$ cat src/rtl/board_input_conditioner.sv
// Board input conditioner: synchronizes and debounces switches and pushbuttons,
// then turns debounced button presses into Run/stop control and switch-load capture.
module board_input_conditioner #(
  parameter int DEBOUNCE_CYCLES = 20000
) (
  input  logic        clock,
  input  logic        reset,
  input  logic [7:0]  sw_raw,
  input  logic        run_btn_raw,
  input  logic        stop_btn_raw,
  input  logic        load_btn_raw,
  output logic [31:0] device_data,
  output logic        Run,
  output logic        stop,
  output logic        load_strobe
);

  localparam logic [15:0] CNT_MAX = 16'(DEBOUNCE_CYCLES - 1);
  localparam int BTN_RUN  = 0;
  localparam int BTN_STOP = 1;
  localparam int BTN_LOAD = 2;

  logic [2:0]       btn_raw;
  logic [2:0]       btn_meta_q, btn_sync_q;
  logic [2:0]       btn_stable_q, btn_stable_d;
  logic [2:0]       btn_prev_q;
  logic [2:0][15:0] btn_cnt_q, btn_cnt_d;
  logic [2:0]       btn_rise;

  logic [7:0]       sw_meta_q, sw_sync_q, sw_last_q;
  logic [7:0]       sw_stable_q, sw_stable_d;
  logic [15:0]      sw_cnt_q, sw_cnt_d;

  logic             run_q, run_d;
  logic             stop_q, stop_d;
  logic             load_q, load_d;
  logic [31:0]      data_q, data_d;

  assign btn_raw = {load_btn_raw, stop_btn_raw, run_btn_raw};

  // Per-button debounce: the stable bit only follows the synced bit after it
  // has disagreed for DEBOUNCE_CYCLES consecutive cycles.
  always_comb begin
    btn_stable_d = btn_stable_q;
    btn_cnt_d    = '0;
    for (int i = 0; i < 3; i++) begin
      if (btn_sync_q[i] != btn_stable_q[i]) begin
        if (btn_cnt_q[i] == CNT_MAX) begin
          btn_stable_d[i] = btn_sync_q[i];
        end else begin
          btn_cnt_d[i] = btn_cnt_q[i] + 16'd1;
        end
      end
    end
  end

  // Switch group debounce: any movement of the synced vector restarts the count,
  // so only a vector that sits still for the full window is accepted.
  always_comb begin
    sw_stable_d = sw_stable_q;
    sw_cnt_d    = '0;
    if ((sw_sync_q != sw_stable_q) && (sw_sync_q == sw_last_q)) begin
      if (sw_cnt_q == CNT_MAX) begin
        sw_stable_d = sw_sync_q;
      end else begin
        sw_cnt_d = sw_cnt_q + 16'd1;
      end
    end
  end

  assign btn_rise = btn_stable_q & ~btn_prev_q;

  // Load captures the switch vector as it stood before any same-cycle update.
  always_comb begin
    stop_d = btn_rise[BTN_STOP];
    load_d = btn_rise[BTN_LOAD];
    data_d = data_q;
    run_d  = run_q;
    if (btn_rise[BTN_LOAD]) begin
      data_d = {24'b0, sw_stable_q};
    end
    if (btn_rise[BTN_STOP]) begin
      run_d = 1'b0;
    end else if (btn_rise[BTN_RUN]) begin
      run_d = ~run_q;
    end
  end

  always_ff @(posedge clock or posedge reset) begin
    if (reset) begin
      btn_meta_q   <= '0;
      btn_sync_q   <= '0;
      btn_stable_q <= '0;
      btn_prev_q   <= '0;
      btn_cnt_q    <= '0;
      sw_meta_q    <= '0;
      sw_sync_q    <= '0;
      sw_last_q    <= '0;
      sw_stable_q  <= '0;
      sw_cnt_q     <= '0;
      run_q        <= 1'b0;
      stop_q       <= 1'b0;
      load_q       <= 1'b0;
      data_q       <= '0;
    end else begin
      btn_meta_q   <= btn_raw;
      btn_sync_q   <= btn_meta_q;
      btn_stable_q <= btn_stable_d;
      btn_prev_q   <= btn_stable_q;
      btn_cnt_q    <= btn_cnt_d;
      sw_meta_q    <= sw_raw;
      sw_sync_q    <= sw_meta_q;
      sw_last_q    <= sw_sync_q;
      sw_stable_q  <= sw_stable_d;
      sw_cnt_q     <= sw_cnt_d;
      run_q        <= run_d;
      stop_q       <= stop_d;
      load_q       <= load_d;
      data_q       <= data_d;
    end
  end

  assign device_data = data_q;
  assign Run         = run_q;
  assign stop        = stop_q;
  assign load_strobe = load_q;

endmodule
$ cat config.mk
export PLATFORM = sky130hd
export DESIGN_NAME = board_input_conditioner
export DESIGN_NICKNAME = d
export VERILOG_FILES = /design/src/rtl/board_input_conditioner.sv
export SDC_FILE = /design/constraint.sdc
export NUM_CORES = 1
export LEC_CHECK = 0
export ABC_AREA = 1
export BUFFER_PORTS_ARGS = -buffer_cell sky130_fd_sc_hd__buf_2
export CORE_ASPECT_RATIO = 0.8
export CORE_MARGIN = 2
export CORE_UTILIZATION = 35
export CTS_CLUSTER_SIZE = 14
export DETAILED_ROUTE_END_ITERATION = 16
export REMOVE_ABC_BUFFERS = 1
export SLEW_MARGIN = 20
export SYNTH_ARGS = -nofsm -noshare
export SYNTH_HDL_FRONTEND = slang
export SYNTH_SLANG_ARGS = --single-unit
$ cat constraint.sdc
create_clock -name clock -period 4.9 [get_ports clock]
set_input_delay 0.735 -clock clock [delete_from_list [all_inputs] [get_ports clock]]
set_output_delay 0.735 -clock clock [all_outputs]
set_load 0.005 [all_outputs]
==> results.tsv, run 1 <==
stage	metric	value	unit
outcome	status	finished, final reports clean	
timing	rsz0062_at_grt	no	
timing	finClkSkew	10.0	ps
setup_path	cp_common_cell	nand2_1	
logic_synthesis	synthSimpleGateAreaFrac	0.286	
setup_path	end_kind	flip-flop	
timing	final_max_slew_viol_count	0	
logic_synthesis	yosysTopAreaCell	dfrtp_1	
logic_synthesis	synth_xor_xnor_area_share	0.0470	
routing	drcViolationCount	0	
timing	finalHoldViolations	0	
clocking	htreeDepth	4	
routing	first_pass_iters	4	
layout	final_cells	925	
logic_synthesis	syn_area	5600	um^2
grt	grt_pass1_wl	18400	um
placed_design	hpwlAfterDp	7390	um
die	num_rows	41	
setup_path	cp.arrival	2030	ps
routing	vias_per_cell	4.39	
timing	min_period	1700	ps
timing	maxSlewHeadroom	0.552	
die	coreArea	15700	um^2
clocking	cts_buffers	17	
logic_synthesis	synth.area.top_cells	dfrtp_1 53%, nand2_1 9.6%, nor2_1 7.6%, inv_1 5.7%, xor2_1 3.8%	
grt	grt_usage	0.138	
job	drv_cap	0	
grt	grt_pass1_vias	3949	
grt	grt_overflow	0	
logic_synthesis	syn_area_per_cell	8.50	um^2
logic_synthesis	synthAdderAreaFrac	0.00894	
logic_synthesis	ys_seq_elements	119	
routing	drtIter0Drc	199	
setup_path	cp_slowest_cell	dfrtp_1	
clocking	cts_sinks	119	
setup_path	cp.required	5230	ps
logic_synthesis	synthMuxAreaShare	0	
timing	fmaxAchievable	590	MHz
routing	vias	4057	
logic_synthesis	syn-instance-count	658	
logic_synthesis	synth_seq_area_share	0.532	
logic_synthesis	synth_warnings	0	
setup_path	cp_top_family	simple AND/OR/NAND/NOR gates	
power_and_ir_drop	leakage	0.00300	uW
clocking	clockBufferDepth	2	
logic_synthesis	synth_top_family_by_area	simple AND/OR/NAND/NOR gates	
die	die_width	145	um
placed_design	place_ws	3000	ps
clocking	clock_latency	410	ps
timing	setup-tns-final	0	ps
placed_design	placedCellCount	894	
routing	antenna_left	0	
logic_synthesis	yosysTopAreaCellShare	0.532	
routing	wirelength	10500	um
setup_path	path_cells	inv_2 -> nand2_1 -> nand2_1 -> nor2_2 -> nand2_1 -> nor2_4 -> nand3_2 -> a21oi_2	
setup_path	path_buf_inv	1	
layout	nets	715	
placed_design	place_congestion	0.852	
setup_path	start_kind	flip-flop	
timing	holdWs	331	ps
setup_path	critPathMaxStageDelay	450	ps
clocking	cts.repair.resized	0	
clocking	cts.clk_slew.worst_paths	60	ps
logic_synthesis	ys_types	32	
setup_path	crit_path_max_fanout	13	
clocking	cts_tree	done	
die	dieArea	17000	um^2
power_and_ir_drop	vdd.ir_drop.worst	0.000240	V
timing	finalCritPeriodShare	0.346	
die	dieHeight	117	um
hold_path	hold_class	in2async	
setup_path	critPathKind	reg2reg	
logic_synthesis	synth_compound_area_frac	0.0304	
die	num_io_pins	48	
placed_design	port_buffers	23	
clocking	post_cts_buffers	0	
die	start_util	0.356	
timing	setup_ws	3200	ps
power_and_ir_drop	fin_total_pwr	2430	uW
routing	wl_per_cell	11.4	um
grt	antenna_found_initial	0	
timing	setup_viol	0	
timing	worst-slew-pin-transition	672	ps
power_and_ir_drop	powerDensity	373	nW/um^2
layout	final.fill_count	1584	
clocking	postCtsHoldBufs	0	
layout	syn2layout_area_growth	16.6	%
clocking	root_buffer	clkbuf_16	
layout	layout-drive-gt1-share	0.100	
layout	n_antenna_cell	0	
grt	grt_max_degree	55	
## stage by stage
step                      utilization  cell area [um^2]
after floorplan                     -              5480
after global routing            0.416              6520
after global placement          0.374              5880
after CTS                       0.416              6520
after detailed placement        0.374              5880
final                           0.416              6520
## worst reg2reg max path: cells and delay by family (launching register included)
family	cells	cell delay (ps)
compound gates	1	190
flops	1	450
buf+inv	1	60
simple gates	6	920
## registers in the layout, indices dropped and copies added (netlist names)
register      count
btn_prev_q        3
btn_stable_q      3
sw_stable_q       8
load_strobe       1
btn_cnt_q        48
sw_cnt_q         16
sw_last_q         8
sw_meta_q         8
btn_sync_q        3
sw_sync_q         8
btn_meta_q        3
device_data       8
Run               1
stop              1
## power by group
group / total [uW] / internal, uW / leakage, uW / switching [uW]
registers: 1020 / 1000 / 0.00159 / 13.3
clock network: 1350 / 938 / 0.000317 / 415
logic: 62.7 / 16.6 / 0.00109 / 46.1
total: 2430 / 1960 / 0.00300 / 475
## cell usage in the layout, fill, tap and decap left out, drive strengths merged, types with 2 or more instances in the layout
cell      n
a21oi    12
and3      2
buf      25
bufinv    5
clkbuf   23
clkinv    3
conb     24
dfrtp   119
ha        4
inv      87
nand2   144
nand3    25
nand4    26
nor2    119
nor3     33
nor3b     7
o21ai    17
o21bai    2
xnor2     6
xor2     24
## metal layers
| layer | global-route usage | routed length, um | share of wire | vias to the layer above |
|---|---|---|---|---|
| met2 | 0.200 | 4460 | 0.42 | 75 |
| met4 | 0.0536 | 150 | 0.014 | 0 |
| met1 | 0.193 | 5510 | 0.52 | 1849 |
| met5 | 0 | 0 | 0 | - |
| met3 | 0.0434 | 414 | 0.039 | 16 |
| li1 | - | - | - | 2117 |
## synthesized netlist by cell type, drive strengths merged
| library cell | n |
|---|---|
| nand2 | 144 |
| dfrtp | 119 |
| nor2 | 119 |
| inv | 87 |
| nor3 | 33 |
| buf | 26 |
| nand4 | 26 |
| nand3 | 25 |
| xor2 | 24 |
| o21ai | 17 |
| a21oi | 12 |
| nor3b | 7 |
| xnor2 | 6 |
| ha | 4 |
| and3 | 2 |
| o21bai | 2 |
| a31oi | 1 |
| clkbuf | 1 |
| conb | 1 |
| nand3b | 1 |
| nor4 | 1 |
## worst paths after layout
path,depth (start not counted),slack [ps],start,endpoint
max in group asynchronous,3,3520,reset,sw_stable_q[4]
min,2,330,reset,sw_meta_q[1]
max,8,3200,sw_sync_q[6],sw_cnt_q[14]
max reg2reg,8,3200,sw_sync_q[6],sw_cnt_q[14]
min in group clock,0,350,btn_meta_q[0],btn_sync_q[0]
min reg2reg,0,350,btn_meta_q[0],btn_sync_q[0]
## final cells by class
| cell class | count | area [um^2] | area share |
|---|---|---|---|
| Multi-Input combinational cell | 448 | 2170 | 0.333 |
| Clock buffer | 23 | 478 | 0.0733 |
| Clock inverter | 8 | 169 | 0.0259 |
| Inverter | 87 | 329 | 0.0504 |
| Sequential cell | 119 | 2980 | 0.456 |
| Timing Repair Buffer | 25 | 130 | 0.0199 |
| Tap cell | 215 | 269 | 0.0412 |
## cells by family (layout without fill, tap and decap cells)
logic type | count (synthesis) | count (layout)
and+or+nand+nor | 358 | 358
DFF | 119 | 119
buffers and inverters | 114 | 143
AOI/OAI and AO/OA | 32 | 32
xor gates and xnor gates | 30 | 30
adders and majority gates | 4 | 4
other | 1 | 24
(Power assumes the default switching activity.)
==> run 2, diff against run 1 <==
ABC_AREA = 0   (was 1)
clock period = 1.7 ns   (was 4.9 ns; I/O delays follow)
==> run 2 against run 1 <==
The run now ends with negative setup slack left; routed wire length is 17% lower; synthesized area is 8.5% lower; die area is 8.3% lower; synthesized cell count is 34% lower; power grew to 2.8 times the previous value; critical path type unchanged; largest cell class unchanged.
==> results.tsv, run 2 <==
stage	metric	value	unit	change
clocking	clock_latency	410	ps	about the same
clocking	htreeDepth	4		unchanged
clocking	cts_tree	done		
power_and_ir_drop	powerDensity	1040	nW/um^2	+180%
logic_synthesis	ys_types	33		+3.1%
setup_path	critPathKind	reg2reg		
routing	antenna_left	0		unchanged
grt	met3_usage	0.0375		-0.00587
power_and_ir_drop	power_frac_seq	0.433		+0.015
clocking	root_buffer	clkbuf_16		
placed_design	place_congestion	0.741		-13%
routing	drtIter0Drc	110		-45%
hold_path	hold_class	reg2reg		
logic_synthesis	synth.area.top_cells	dfrtp_1 58%, xor2_1 7.2%, xnor2_1 5.8%, nor2_1 5.2%, buf_4 3.7%		
layout	largest_register	btn_cnt_q		
timing	setup_ws	-18.0	ps	-3220 ps
setup_path	end_kind	flip-flop		
logic_synthesis	synth_warnings	0		unchanged
power_and_ir_drop	vdd.ir_drop.worst	0.000782	V	+230%
timing	min_period	1720	ps	+22.5 ps
clocking	cts_buffers	17		unchanged
clocking	cts.clk_slew.worst_paths	50	ps	about the same
die	coreArea	14300	um^2	-8.9%
logic_synthesis	syn_area	5120	um^2	-8.5%
placed_design	hpwlAfterDp	5860	um	-21%
placed_design	place_area	5600	um^2	-4.7%
layout	n_antenna_cell	0		unchanged
setup_path	path_depth	5		-3
setup_path	critPathMaxStageDelay	390	ps	-60 ps
timing	setup_viol	8		+8
logic_synthesis	synth_common_cells	119 x dfrtp_1, 71 x nor2_1, 42 x xor2_1		
layout	layout_commonest_cell	dfrtp_1		
logic_synthesis	ys_seq_elements	119		unchanged
setup_path	r2r_cells	5		-3
logic_synthesis	synth-edff-count	0		unchanged
grt	grt_pass1_vias	3320		-16%
routing	drcViolationCount	0		unchanged
timing	fmaxAchievable	582	MHz	-1.3%
power_and_ir_drop	p_int	5340	uW	+170%
outcome	status	finished, violations left		
layout	layout-drive-gt1-share	0.267		+0.167
grt	grt_usage	0.120		-0.0178
grt	antenna_found_initial	0		unchanged
timing	rsz0062_at_grt	yes		
hold_path	whs_path_depth	0		
grt	met1_usage	0.158		-0.0348
clocking	cts_sinks	119		unchanged
logic_synthesis	synth-async-reset-ratio	1.00		unchanged
routing	wl_per_cell	12.3	um	+7.9%
setup_path	start_kind	flip-flop		
die	num_io_pins	48		unchanged
placed_design	port_buffers	23		unchanged
power_and_ir_drop	power_frac_comb	0.035		+0.009
layout	reg_top3	btn_cnt_q (48), sw_cnt_q (16)		
layout	nets	532		-26%
job	drv_cap	0		unchanged
layout	final_cell_area	6500	um^2	-0.42%
timing	finalCritPeriodShare	1.01		+0.665
logic_synthesis	yosysTopAreaCellShare	0.582		+0.0496
grt	met2_usage	0.182		-0.0184
grt	grt_max_degree	43		-22%
power_and_ir_drop	switching_power	1430	uW	+200%
power_and_ir_drop	p_sw_frac	0.211		+0.0158
die	die_width	139	um	-4.2%
clocking	clockBufferDepth	2		unchanged
die	start_util	0.358		+0.00156
layout	largest_reg_flops	48		unchanged
logic_synthesis	synth_seq_area_share	0.582		+0.0496
setup_path	cp.arrival	2010	ps	-20 ps
grt	grt_overflow	0		unchanged
timing	holdWs	352	ps	+21.1 ps
routing	wirelength	8750	um	-17%
die	dieHeight	112	um	-4.2%
logic_synthesis	syn_area_per_cell	11.8	um^2	+39%
setup_path	crit_path_max_fanout	8		-5
logic_synthesis	yosysTopAreaCell	dfrtp_1		
power_and_ir_drop	pwr-share-clk	0.532		-0.024
logic_synthesis	synth_most_common_cell	dfrtp_1		
routing	vias_per_cell	4.48		+2.2%
logic_synthesis	synth_flop_cell	dfrtp_1		
grt	top_usage_layer	met2		
power_and_ir_drop	fin_total_pwr	6770	uW	+180%
die	num_rows	39		-4.9%
routing	first_pass_iters	4		unchanged
grt	grt_pass1_wl	15100	um	-18%
layout	layout_common_cells	115 x dfrtp_1, 69 x nor2_1, 39 x xor2_1		
timing	finClkSkew	8.51	ps	-1.52 ps
outcome	violations	negative setup slack		
timing	final_max_slew_viol_count	0		unchanged
layout	syn2layout_area_growth	26.9	%	
layout	finish.utilization	0.454		+0.0388
die	dieArea	15600	um^2	-8.3%
setup_path	path_buf_inv	0		-1
setup_path	path_cells	nor4_2 -> nand4_1 -> nor4_4 -> nand2_4 -> mux2_4		
setup_path	cp.required	1990	ps	-3240 ps
layout	final.fill_count	1286		-19%
setup_path	cp_top_family	simple AND/OR/NAND/NOR gates		
routing	vias	3191		-21%
logic_synthesis	syn-instance-count	433		-34%
power_and_ir_drop	leakage	0.00308	uW	+2.6%
setup_path	cp_slowest_cell	dfrtp_1		
timing	finalHoldViolations	0		unchanged
run 2: cell count changes after synthesis, moves of 18 or more:
| cell | before | now |
|---|---|---|
| nand2_1 | 143 | 21 |
| xor2_1 | 24 | 42 |
| nor3_1 | 27 | 5 |
| inv_1 | 85 | 11 |
| xnor2_1 | 6 | 34 |
| nor2_1 | 114 | 71 |
run 2: final timing paths:
kind	slack [ps]	end	startpoint
min	350	sw_sync_q[6]	sw_meta_q[6]
min in group asynchronous	420	btn_meta_q[1]	reset
max	-20	sw_stable_q[2]	sw_cnt_q[8]
min reg2reg	350	sw_sync_q[6]	sw_meta_q[6]
max reg2reg	-20	sw_stable_q[2]	sw_cnt_q[8]
max in group asynchronous	690	sw_sync_q[3]	reset
run 2: layer usage:
| layer | vias to the layer above | part of all wire |
|---|---|---|
| met1 | 1581 | 0.49 |
| li1 | 1546 | - |
| met5 | - | 0 |
| met2 | 50 | 0.46 |
| met3 | 14 | 0.037 |
| met4 | 0 | 0.017 |
run 2: cells by family (layout without fill, tap and decap cells):
logic type / Yosys count / count (layout) / share of synthesized area
AND/OR/NAND/NOR: 172 / 172 / 0.177
flip-flops: 119 / 119 / 0.582
AO/OA/AOI/OAI: 1 / 1 / 0.00391
XOR/XNOR: 76 / 76 / 0.130
other: 1 / 24 / 0.000733
buffers and inverters: 41 / 113 / 0.0491
multiplexers: 19 / 19 / 0.0477
adder cells (fa/ha/maj): 4 / 4 / 0.00978
run 2: final cells by class:
cell class	count	area (um^2)	share of cell area
flip-flops and latches	119	2980	0.459
multi-input cells	296	2080	0.320
repair buffers	70	548	0.0844
clock buffers	22	494	0.0761
well taps	184	230	0.0354
clock inverters	10	118	0.0181
inverters	11	43.8	0.00674
run 2: per-stage QoR:
step | instances | setup slack (ps) | TNS (ps)
finish | 712 | -18.0 | -123
global route | 712 | -140 | -1610
CTS | 706 | -56.4 | -420
detailed placement | 661 | -68.8 | -532
global placement | 661 | -34.6 | -266
floorplan | 426 | -1710 | -203780
run 2: power by group through the flow:
stage / Sequential (uW) / Combinational, uW / Clock, uW
floorplan: 2970 / 128 / 0
global placement: 2980 / 200 / 0
detailed placement: 2980 / 205 / 0
CTS: 2930 / 232 / 3670
global route: 2940 / 268 / 3820
finish: 2940 / 235 / 3600
run 2: repair_timing:
item | CTS | global route
endpoints found under the hold margin | 42 | 0
buffers inserted | 1 | 6
setup endpoints to repair | 23 | 61
pin swaps | 0 | 5
gates resized for setup | 1 | 20
hold buffers | 12 | 0
==> run 3, diff against run 2 <==
MAX_ROUTING_LAYER = met4   (was unset)
REMOVE_ABC_BUFFERS = unset   (was 1)
clock period = 1.75 ns   (was 1.7 ns; I/O delays follow)
==> run 3 against run 2 <==
The flow now finishes without violations; clock power is 7.2% higher; setup slack better by 39 ps; worst hold slack worse by 3.0 ps; cell count is 1.8% lower; critical path type unchanged.
==> results.tsv, run 3 (same netlist as run 2, synthesis figures left out) <==
stage	metric	value	unit	change
timing	finClkSkew	9.63	ps	+1.12 ps
clocking	cts_buffers	17		unchanged
placed_design	place_ws	22.7	ps	+91.5 ps
timing	min_period	1730	ps	+10.8 ps
routing	vias_per_cell	4.41		-1.5%
power_and_ir_drop	power_frac_comb	0.029		-0.006
timing	final_max_slew_viol_count	0		unchanged
placed_design	hpwlAfterDp	5480	um	-6.5%
grt	antenna_found_initial	0		unchanged
setup_path	start_kind	flip-flop		
routing	drtIter0Drc	138		+25%
timing	setup_viol	0		-8
power_and_ir_drop	fin_total_pwr	6910	uW	+2.0%
setup_path	crit_path_max_fanout	8		unchanged
layout	layout-drive-gt1-share	0.219		-0.0476
timing	setup_ws	21.2	ps	+39.2 ps
die	dieArea	15600	um^2	unchanged
layout	layout_common_cells	119 x dfrtp_1, 69 x nor2_1, 42 x xor2_1		
power_and_ir_drop	switching_power	1380	uW	-3.3%
placed_design	place_area	5510	um^2	-1.6%
clocking	cts_tree	done		
die	num_io_pins	48		unchanged
die	die_width	139	um	unchanged
routing	antenna_left	0		unchanged
routing	wl_per_cell	12.1	um	-1.9%
clocking	clock_latency	410	ps	about the same
setup_path	crit_end	sw_stable_q[4]		
outcome	status	finished, final reports clean		
routing	wirelength	8430	um	-3.7%
layout	largest_reg_flops	48		unchanged
power_and_ir_drop	p_sw_frac	0.200		-0.0111
setup_path	cp.arrival	2020	ps	about the same
grt	grt_usage	0.125		+0.00477
grt	grt_pass1_vias	3272		-1.4%
power_and_ir_drop	vdd.ir_drop.worst	0.000818	V	+4.6%
layout	nets	519		-2.4%
die	start_util	0.358		unchanged
grt	grt_max_degree	76		+77%
setup_path	cp.required	2040	ps	+50 ps
grt	grt_overflow	0		unchanged
layout	largest_register	btn_cnt_q		
routing	first_pass_iters	4		unchanged
placed_design	port_buffers	23		unchanged
placed_design	place_congestion	0.787		+6.1%
setup_path	end_kind	flip-flop		
routing	vias	3085		-3.3%
setup_path	r2r_setup_slack	20	ps	+40 ps
clocking	cts_sinks	119		unchanged
grt	grt_pass1_wl	15200	um	+0.74%
clocking	cts.clk_slew.worst_paths	50	ps	about the same
clocking	htreeDepth	4		unchanged
power_and_ir_drop	leakage	0.00297	uW	-3.4%
die	dieHeight	112	um	unchanged
setup_path	r2r_cells	5		unchanged
job	drv_cap	0		unchanged
power_and_ir_drop	power_frac_seq	0.412		-0.021
timing	setup-tns-final	0	ps	+123 ps
setup_path	startpoint	sw_cnt_q[0]		
layout	reg_top3	btn_cnt_q (48), sw_cnt_q (16)		
power_and_ir_drop	pwr-share-clk	0.559		+0.027
power_and_ir_drop	powerDensity	1090	nW/um^2	+4.5%
layout	syn2layout_area_growth	23.9	%	
hold_path	hold_class	reg2reg		
die	num_rows	39		unchanged
die	coreArea	14300	um^2	unchanged
timing	fmaxAchievable	578	MHz	-0.63%
setup_path	reg2reg_to	sw_stable_q[4]		
setup_path	critPathKind	reg2reg		
timing	finalHoldViolations	0		unchanged
setup_path	worstReg2RegStart	sw_cnt_q[0]		
layout	layout_commonest_cell	dfrtp_1		
clocking	clockBufferDepth	2		unchanged
layout	final_cell_area	6340	um^2	-2.4%
clocking	root_buffer	clkbuf_16		
timing	finalCritPeriodShare	0.988		-0.0227
timing	rsz0062_at_grt	yes		
layout	final.fill_count	1314		+2.2%
layout	n_antenna_cell	0		unchanged
routing	drcViolationCount	0		unchanged
power_and_ir_drop	p_int	5530	uW	+3.5%
[run 3: changes by cell type in the layout (fill, tap and decap cells not counted), sizes merged]
cell / previous run / this run
inv: 12 / 10
bufinv: 2 / 5
buf: 58 / 45
clkbuf: 22 / 21
[run 3: metal layers]
layer,part of all wire,global-route usage,wire [um]
met4,0.017,0.0525,142
met5,0,-,0
met2,0.46,0.183,3900
met3,0.033,0.0371,275
met1,0.49,0.162,4110
[run 3: how the worst min path moves through the flow]
| stage | from | endpoint | depth (start not counted) |
|---|---|---|---|
| after floorplan | run_btn_raw | btn_meta_q[0] | 0 |
| after global placement | reset | btn_cnt_q[17] | 2 |
| after detailed placement | reset | btn_cnt_q[19] | 2 |
| after CTS | reset | btn_cnt_q[16] | 3 |
| after global routing | btn_meta_q[1] | btn_sync_q[1] | 0 |
| final | btn_meta_q[1] | btn_sync_q[1] | 0 |
[run 3: metrics by stage]
step | util | hold slack (ps) | std cells
6_report | 0.443 | 349 | 699
5_1_grt | 0.443 | 356 | 699
4_1_cts | 0.441 | 345 | 698
3_5_place_dp | 0.386 | 229 | 654
3_3_place_gp | 0.386 | 227 | 654
2_1_floorplan | - | 294 | 456
[run 3: power by group through the flow]
stage                     sequential (uW)  clock, uW  combinational, uW
after floorplan                      2890          0                167
after global placement               2890          0                182
after detailed placement             2890          0                186
after CTS                            2850       3930                210
after global routing                 2850       4070                235
final                                2850       3860                203
[run 3: worst max-delay path, cell delays in order, from the launching register on]
cell     delay (ps)
dfrtp_1         360
ha_1            190
nand3_1         210
nor4_4          350
nand2_4         170
mux2_4          330
[run 3: layout make-up]
type / count / area (um^2) / share of cell area
Clock buffer: 21 / 470 / 0.0742
Timing Repair Buffer: 57 / 413 / 0.0651
Sequential cell: 119 / 2980 / 0.470
Tap cell: 184 / 230 / 0.0363
Inverter: 11 / 45.0 / 0.00710
Multi-Input combinational cell: 296 / 2010 / 0.317
Clock inverter: 11 / 195 / 0.0308
[run 3: repair_timing]
item                                   CTS  global route
setup endpoints to repair                4            33
pin swaps                                0             2
setup buffers                            0             1
hold buffers                            12             0
cloned                                   0             0
endpoints found under the hold margin   20             0
gates resized for setup                  1             5
